## config.mk

```make
export PLATFORM = sky130hd
export DESIGN_NAME = fsm_command
export DESIGN_NICKNAME = d
export VERILOG_FILES = /design/src/rtl/fsm_command_pkg.sv /design/src/rtl/fsm_command_piezo_drv.sv /design/src/rtl/fsm_command.sv
export SDC_FILE = /design/constraint.sdc
export NUM_CORES = 1
export LEC_CHECK = 0
export BUFFER_PORTS_ARGS = -buffer_cell sky130_fd_sc_hd__buf_2
export CAP_MARGIN = 40
export CORE_AREA = 2 2 39 41
export CTS_CLUSTER_DIAMETER = 120
export DETAILED_ROUTE_END_ITERATION = 16
export DIE_AREA = 0 0 41 43
export SLEW_MARGIN = 15
export SYNTH_ARGS = -nofsm -noshare
export SYNTH_HDL_FRONTEND = slang
export SYNTH_SLANG_ARGS = --single-unit
```

## constraint.sdc

```tcl
create_clock -name clk -period 3.6 [get_ports clk]
set_clock_uncertainty 0.2 [all_clocks]
set_input_delay 0.54 -clock clk [delete_from_list [all_inputs] [get_ports clk]]
set_output_delay 0.54 -clock clk [all_outputs]
set_load 0.03 [all_outputs]
```

## src/rtl/fsm_command_pkg.sv

```systemverilog
// fsm_command_pkg -- shared definitions for the command FSM slice.
//   state_t              : FSM state encoding (IDLE, TRANSIT)
//   CMD_GO / CMD_STOP    : command opcodes carried in cmd[7:6]
//   BUZZ_HALF_CNT_DEF    : default buzzer half-period in clk cycles
//                          (4 kHz tone at 50 MHz)
package fsm_command_pkg;

  typedef enum logic {
    IDLE    = 1'b0,
    TRANSIT = 1'b1
  } state_t;

  localparam logic [1:0] CMD_GO   = 2'b01;
  localparam logic [1:0] CMD_STOP = 2'b00;

  localparam int unsigned BUZZ_HALF_CNT_DEF = 6250;

endpackage

```

## src/rtl/fsm_command_piezo_drv.sv

```systemverilog
// piezo_drv -- square-wave piezo driver.
//   clk    : system clock
//   rst    : asynchronous active-high reset
//   en     : tone enable; while low the counter holds at 0 and buzz is 0
//   buzz   : piezo drive, toggles every BUZZ_HALF_CNT clks while enabled
//   buzz_n : complement of buzz
module piezo_drv
  import fsm_command_pkg::*;
#(
  parameter int unsigned BUZZ_HALF_CNT = BUZZ_HALF_CNT_DEF
) (
  input  logic clk,
  input  logic rst,
  input  logic en,
  output logic buzz,
  output logic buzz_n
);

  localparam int unsigned CW = (BUZZ_HALF_CNT > 1) ? $clog2(BUZZ_HALF_CNT) : 1;
  localparam logic [CW-1:0] CNT_LAST = CW'(BUZZ_HALF_CNT - 1);

  logic [CW-1:0] cnt;
  logic          buzz_q;

  always_ff @(posedge clk or posedge rst) begin
    if (rst) begin
      cnt    <= '0;
      buzz_q <= 1'b0;
    end else if (!en) begin
      cnt    <= '0;
      buzz_q <= 1'b0;
    end else if (cnt == CNT_LAST) begin
      cnt    <= '0;
      buzz_q <= ~buzz_q;
    end else begin
      cnt    <= cnt + 1'b1;
    end
  end

  // Gate with en so the drive drops the same cycle the tone is disabled,
  // rather than one edge later when buzz_q clears.
  assign buzz   = buzz_q & en;
  assign buzz_n = ~buzz;

endmodule

```

## src/rtl/fsm_command.sv

```systemverilog
// fsm_command -- robot command FSM: decodes UART command bytes (GO/STOP),
// tracks the destination station and stops on arrival at a matching
// barcode ID. Optional piezo buzzer sounds while blocked in transit.
// Build option: define FSM_CMD_BUZZER_EN to include the piezo_drv buzzer;
// otherwise buzz=0 and buzz_n=1 with no counter logic.
//   clk, rst      : clock, asynchronous active-high reset
//   cmd, cmd_rdy  : command byte and its pending flag (UART receiver)
//   ID, ID_vld    : station ID and its pending flag (barcode reader)
//   OK2Move       : path ahead is clear
//   clr_cmd_rdy   : one-cycle pulse consuming cmd
//   clr_ID_vld    : one-cycle pulse consuming ID
//   in_transit    : high in TRANSIT
//   go            : motion enable (in_transit & OK2Move)
//   buzz, buzz_n  : complementary piezo drive
module fsm_command
  import fsm_command_pkg::*;
#(
  parameter int unsigned BUZZ_HALF_CNT = BUZZ_HALF_CNT_DEF
) (
  input  logic       clk,
  input  logic       rst,
  input  logic [7:0] cmd,
  input  logic       cmd_rdy,
  input  logic [7:0] ID,
  input  logic       ID_vld,
  input  logic       OK2Move,
  output logic       clr_cmd_rdy,
  output logic       clr_ID_vld,
  output logic       in_transit,
  output logic       go,
  output logic       buzz,
  output logic       buzz_n
);

  if (BUZZ_HALF_CNT == 0) begin : g_bad_half_cnt
    $error("BUZZ_HALF_CNT must be nonzero");
  end

  state_t     state;
  logic [5:0] dest_ID;

  // A pending command always wins; an ID is only consumed when no command
  // is pending, so it stays queued behind the command.
  always_comb begin
    clr_cmd_rdy = cmd_rdy;
    clr_ID_vld  = ID_vld & ~cmd_rdy;
  end

  always_ff @(posedge clk or posedge rst) begin
    if (rst) begin
      state   <= IDLE;
      dest_ID <= '0;
    end else if (cmd_rdy) begin
      case (cmd[7:6])
        CMD_GO: begin
          dest_ID <= cmd[5:0];
          state   <= TRANSIT;
        end
        CMD_STOP: state <= IDLE;
        default:  ;
      endcase
    end else if (ID_vld && (state == TRANSIT) &&
                 (ID[7:6] == 2'b00) && (ID[5:0] == dest_ID)) begin
      state <= IDLE;
    end
  end

  assign in_transit = (state == TRANSIT);
  assign go         = in_transit & OK2Move;

`ifdef FSM_CMD_BUZZER_EN
  logic buzz_en;
  assign buzz_en = in_transit & ~OK2Move;

  piezo_drv #(
    .BUZZ_HALF_CNT(BUZZ_HALF_CNT)
  ) u_piezo (
    .clk   (clk),
    .rst   (rst),
    .en    (buzz_en),
    .buzz  (buzz),
    .buzz_n(buzz_n)
  );
`else
  assign buzz   = 1'b0;
  assign buzz_n = 1'b1;
`endif

endmodule

```

== Word level (Yosys, flattened, before mapping) ==
Cells that the tools add are included.
Operators by class
  mux-type cells: 3
  bitwise gates (word level): 3
  eq/ne operators: 3
  reductions and logical operators: 8
Operators with widths (count)
  equality test 6 bit: 1
  zero test 2 bit: 2
  AND reduction 2 bit: 2
  logical AND 1 bit: 3
  inequality test 3 x 1 -> 1 bit, second input constant: 1
  AND 1 bit: 2
  equality test 2 x 1 -> 1 bit, second input constant: 1
  two-way mux 1 bit: 2
  one-hot mux 1 bit (2 select lines): 1
  nonzero test 2 bit: 1
  inverter 1 bit: 1
Word-level totals
  bits in registers: 7
  input port bits: 21
  output and inout port bits: 6
  word-level logic and storage cells: 19

== Depth between registers and ports, before layout ==
  depth after elaboration: 5
  depth in mapped cells: 3
  gate-level depth less buffers: 3

== Least setup slack after synthesis ==
No wires, ideal clock.
  path kind: input to output
  from: input port ID_vld
  to: output port clr_ID_vld
  data required time: 2.860 ns
  slack: 1.865 ns
  stages on the path: 1
  arrival: 0.995 ns
  path through: nor2b_1
Between the ends
  cells in the longest elaborated chain, start to end: 1
RTL lines
  from (decl): line fsm_command.sv:25  | input logic ID_vld,
  AND 1 bit: line fsm_command.sv:46  | clr_ID_vld = ID_vld & ~cmd_rdy;
  to (decl): line fsm_command.sv:28  | output logic clr_ID_vld,
Every way passes these cells.

== Worst setup path in the final report ==
  from: input port cmd_rdy
  to: output port clr_ID_vld
Between the ends
  cells in the longest elaborated chain, start to end: 2
RTL lines
  from (decl): line fsm_command.sv:23  | input logic cmd_rdy,
  inverter 1 bit: line fsm_command.sv:46
  AND 1 bit: line fsm_command.sv:46
Every way passes these cells.

==> flow_metrics.py <==
metrics = {
    "final_layout": {
        "area_growth_pct": 37.2,
        "antenna_cells": 0,
        "fillCellCount": 150,
        "final_nets": 81,
        "drive_gt1_share_pct": 55.9,
    },
    "floorplan": {
        "die_y_um": 43,
        "ioPinCount": 27,
        "dieArea_um2": 1760,
        "die-width_um": 41,
        "start_util_pct": 27.9,
        "core_um2": 1380,
        "rows": 14,
    },
    "route": {
        "totalWireLength_um": 725,
        "drc": 0,
        "first_pass_iters": 2,
        "first_iter_violations": 4,
        "ant_nets": 0,
        "detail_route.vias_per_cell": 4.31,
        "vias": 323,
        "routedWlPerCell_um": 9.67,
    },
    "pwr": {
        "internal_power_uw": 165,
        "p_leak_uw": 0.000278,
        "switching_share_pct": 27.7,
        "vdd_drop_max_mv": 0.128,
        "clockPowerShare_pct": 31.0,
        "power_frac_seq_pct": 44.7,
        "switchingPower_uw": 63.3,
        "power_frac_comb_pct": 24.3,
        "powerDensity_nw_per_um2": 430,
    },
    "grt": {
        "grt_pass1_wl_um": 1080,
        "grt-ovfl-total": 0,
        "first_global_vias": 300,
        "gr-usage-all-layers_pct": 9.82,
        "grt_max_degree": 8,
        "grt_antenna_before_repair": 0,
    },
    "sta": {
        "fin_crit_ns": 1.69,
        "post-route-period-util_pct": 46.9,
        "fin_tns_setup_ns": 0,
        "hold_viol": 0,
        "slew_viol_final": 0,
        "fmax_mhz": 592,
        "setup_viol": 0,
        "grt_setup_unrepaired": "no",
        "worst_slack_ns": 1.91,
    },
    "placement": {
        "numPortBuffers": 24,
        "dpl.hpwl_um": 580,
        "gp_congestion": 0.580,
        "place_ws_ns": 1.71,
    },
    "critical_path": {
        "critPathMaxFanout": 5,
        "ff2ff_path_depth": 3,
        "regToRegEndpoint": "in_transit$_DFFE_PP0P_",
        "required_ns": 2.86,
        "path_class": "input port to output port",
        "r2r_setup_slack_ns": 2.35,
        "crit_arrival_ns": 0.95,
        "cp-end-kind": "output port",
        "r2r-start": "dest_ID[5]$_DFFE_PP0P_",
        "start_kind": "input port",
    },
    "clock_tree": {
        "cts_made_buffers": 3,
        "cts_sinks": 7,
        "root_buffer": "clkbuf_4",
        "cts_tree": "yes",
        "clk_path_buf_depth": 2,
        "cts_setup_buffers": 0,
        "clock_latency_ns": 0.25,
        "cts_htree_levels": 1,
        "hold_buffers": 0,
        "ctsResizeCount": 0,
        "clk_pin_slew_worst_paths_ns": 0.05,
    },
    "synthesis": {
        "synthesis.area_um2": 387,
        "synth_area_leader_cell": "dfrtp_1",
        "synth.top_cell.area_share_pct": 45.3,
        "synthCells": 34,
        "syn-num-nets": 55,
        "syn_avg_cell_area_um2": 11.4,
        "yosysSeqAreaShare_pct": 45.3,
        "ys_types": 14,
        "yosys_warnings": 0,
        "ys_seq_elements": 7,
        "synth.top_cells.by_area": "dfrtp_1 (45%), mux2_2 (17%), xor2_1 (14%)",
    },
    "min_path": {
        "hold_path_class": "input port to asynchronous set/reset pin",
    },
    "flow_run": {
        "maxCapViolCount": 0,
    },
    "run_status": {
        "outcome": "finished clean",
    },
}
==> cell type report <==
cell class | count | area, um2 | share of cell area [%]
flip-flops and latches | 7 | 175 | 33.0
well taps | 16 | 20.0 | 3.77
clock buffers | 4 | 26.3 | 4.95
multi-input cells | 22 | 181 | 34.2
inverters | 2 | 7.51 | 1.42
repair buffers | 24 | 120 | 22.6
==> power by group through the flow <==
| stage | clock network (uW) | logic (uW) | registers, uW |
|---|---|---|---|
| global route | 79.0 | 62.0 | 104 |
| detailed placement | 0 | 56.1 | 103 |
| CTS | 76.8 | 56.5 | 102 |
| finish | 70.8 | 55.4 | 102 |
| global placement | 0 | 55.9 | 102 |
| floorplan | 0 | 37.8 | 104 |
==> layout by cell type (no fill, tap or decap) <==
cell type / netlist / routed
a22oi_1: 1 / 1
and2_1: 1 / 1
buf_2: 0 / 24
clkbuf_1: 0 / 1
clkbuf_4: 0 / 3
conb_1: 2 / 2
dfrtp_1: 7 / 7
inv_1: 2 / 2
mux2_2: 6 / 6
nand3b_1: 1 / 1
nor2b_1: 1 / 1
nor3_1: 1 / 1
nor4_1: 1 / 1
o21ai_0: 1 / 1
or4b_1: 1 / 1
xor2_1: 6 / 6
==> registers in the layout, indices dropped and copies added, names as in the netlist <==
name	cells
dest_ID	6
in_transit	1
==> per-layer routing <==
metal  global-route usage, %  vias to the layer above  part of all wire [%]
li1                        -                      158                     -
met1                    8.91                      145                    35
met2                    15.3                       18                    52
met3                    1.57                        2                    11
met4                    12.0                        0                   1.8
met5                       0                        -                     0
==> Yosys cell counts <==
| cell type | instances |
|---|---|
| dfrtp_1 | 7 |
| mux2_2 | 6 |
| xor2_1 | 6 |
| buf_4 | 3 |
| conb_1 | 2 |
| inv_1 | 2 |
| a22oi_1 | 1 |
| and2_1 | 1 |
| nand3b_1 | 1 |
| nor2b_1 | 1 |
| nor3_1 | 1 |
| nor4_1 | 1 |
| o21ai_0 | 1 |
| or4b_1 | 1 |
==> critical path: stages <==
cell and delay (ns):
buf_2 0.12, nor2b_1 0.09, buf_2 0.20
==> worst max-delay path by stage <==
stage,end,start,cells after the start
2_1_floorplan,clr_ID_vld,ID_vld,1
3_3_place_gp,in_transit$_DFFE_PP0P_,cmd_rdy,4
3_5_place_dp,in_transit$_DFFE_PP0P_,cmd_rdy,4
4_1_cts,clr_ID_vld,cmd_rdy,3
5_1_grt,clr_ID_vld,cmd_rdy,3
6_report,clr_ID_vld,cmd_rdy,3
==> cells by family after synthesis <==
family	Yosys count	share of synthesized area [%]
xor+xnor	6	13.6
mux	6	17.5
other cells	2	1.94
compound gates	2	3.24
buf+inv	5	7.77
flops	7	45.3
simple gates	6	10.7
==> per-stage QoR <==
| step | total power (uW) | cell area, um2 | instances | utilization, % | hold WS [ns] |
|---|---|---|---|---|---|
| 3_3_place_gp | 158 | 504 | 71 | 36.4 | 0.281 |
| 6_report | 228 | 531 | 75 | 38.3 | 0.0174 |
| 2_1_floorplan | 142 | 387 | 34 | - | 0.143 |
| 4_1_cts | 235 | 531 | 75 | 38.3 | 0.0156 |
| 5_1_grt | 245 | 531 | 75 | 38.3 | 0.0387 |
| 3_5_place_dp | 159 | 504 | 71 | 36.4 | 0.291 |
(Power assumes the default switching activity.)
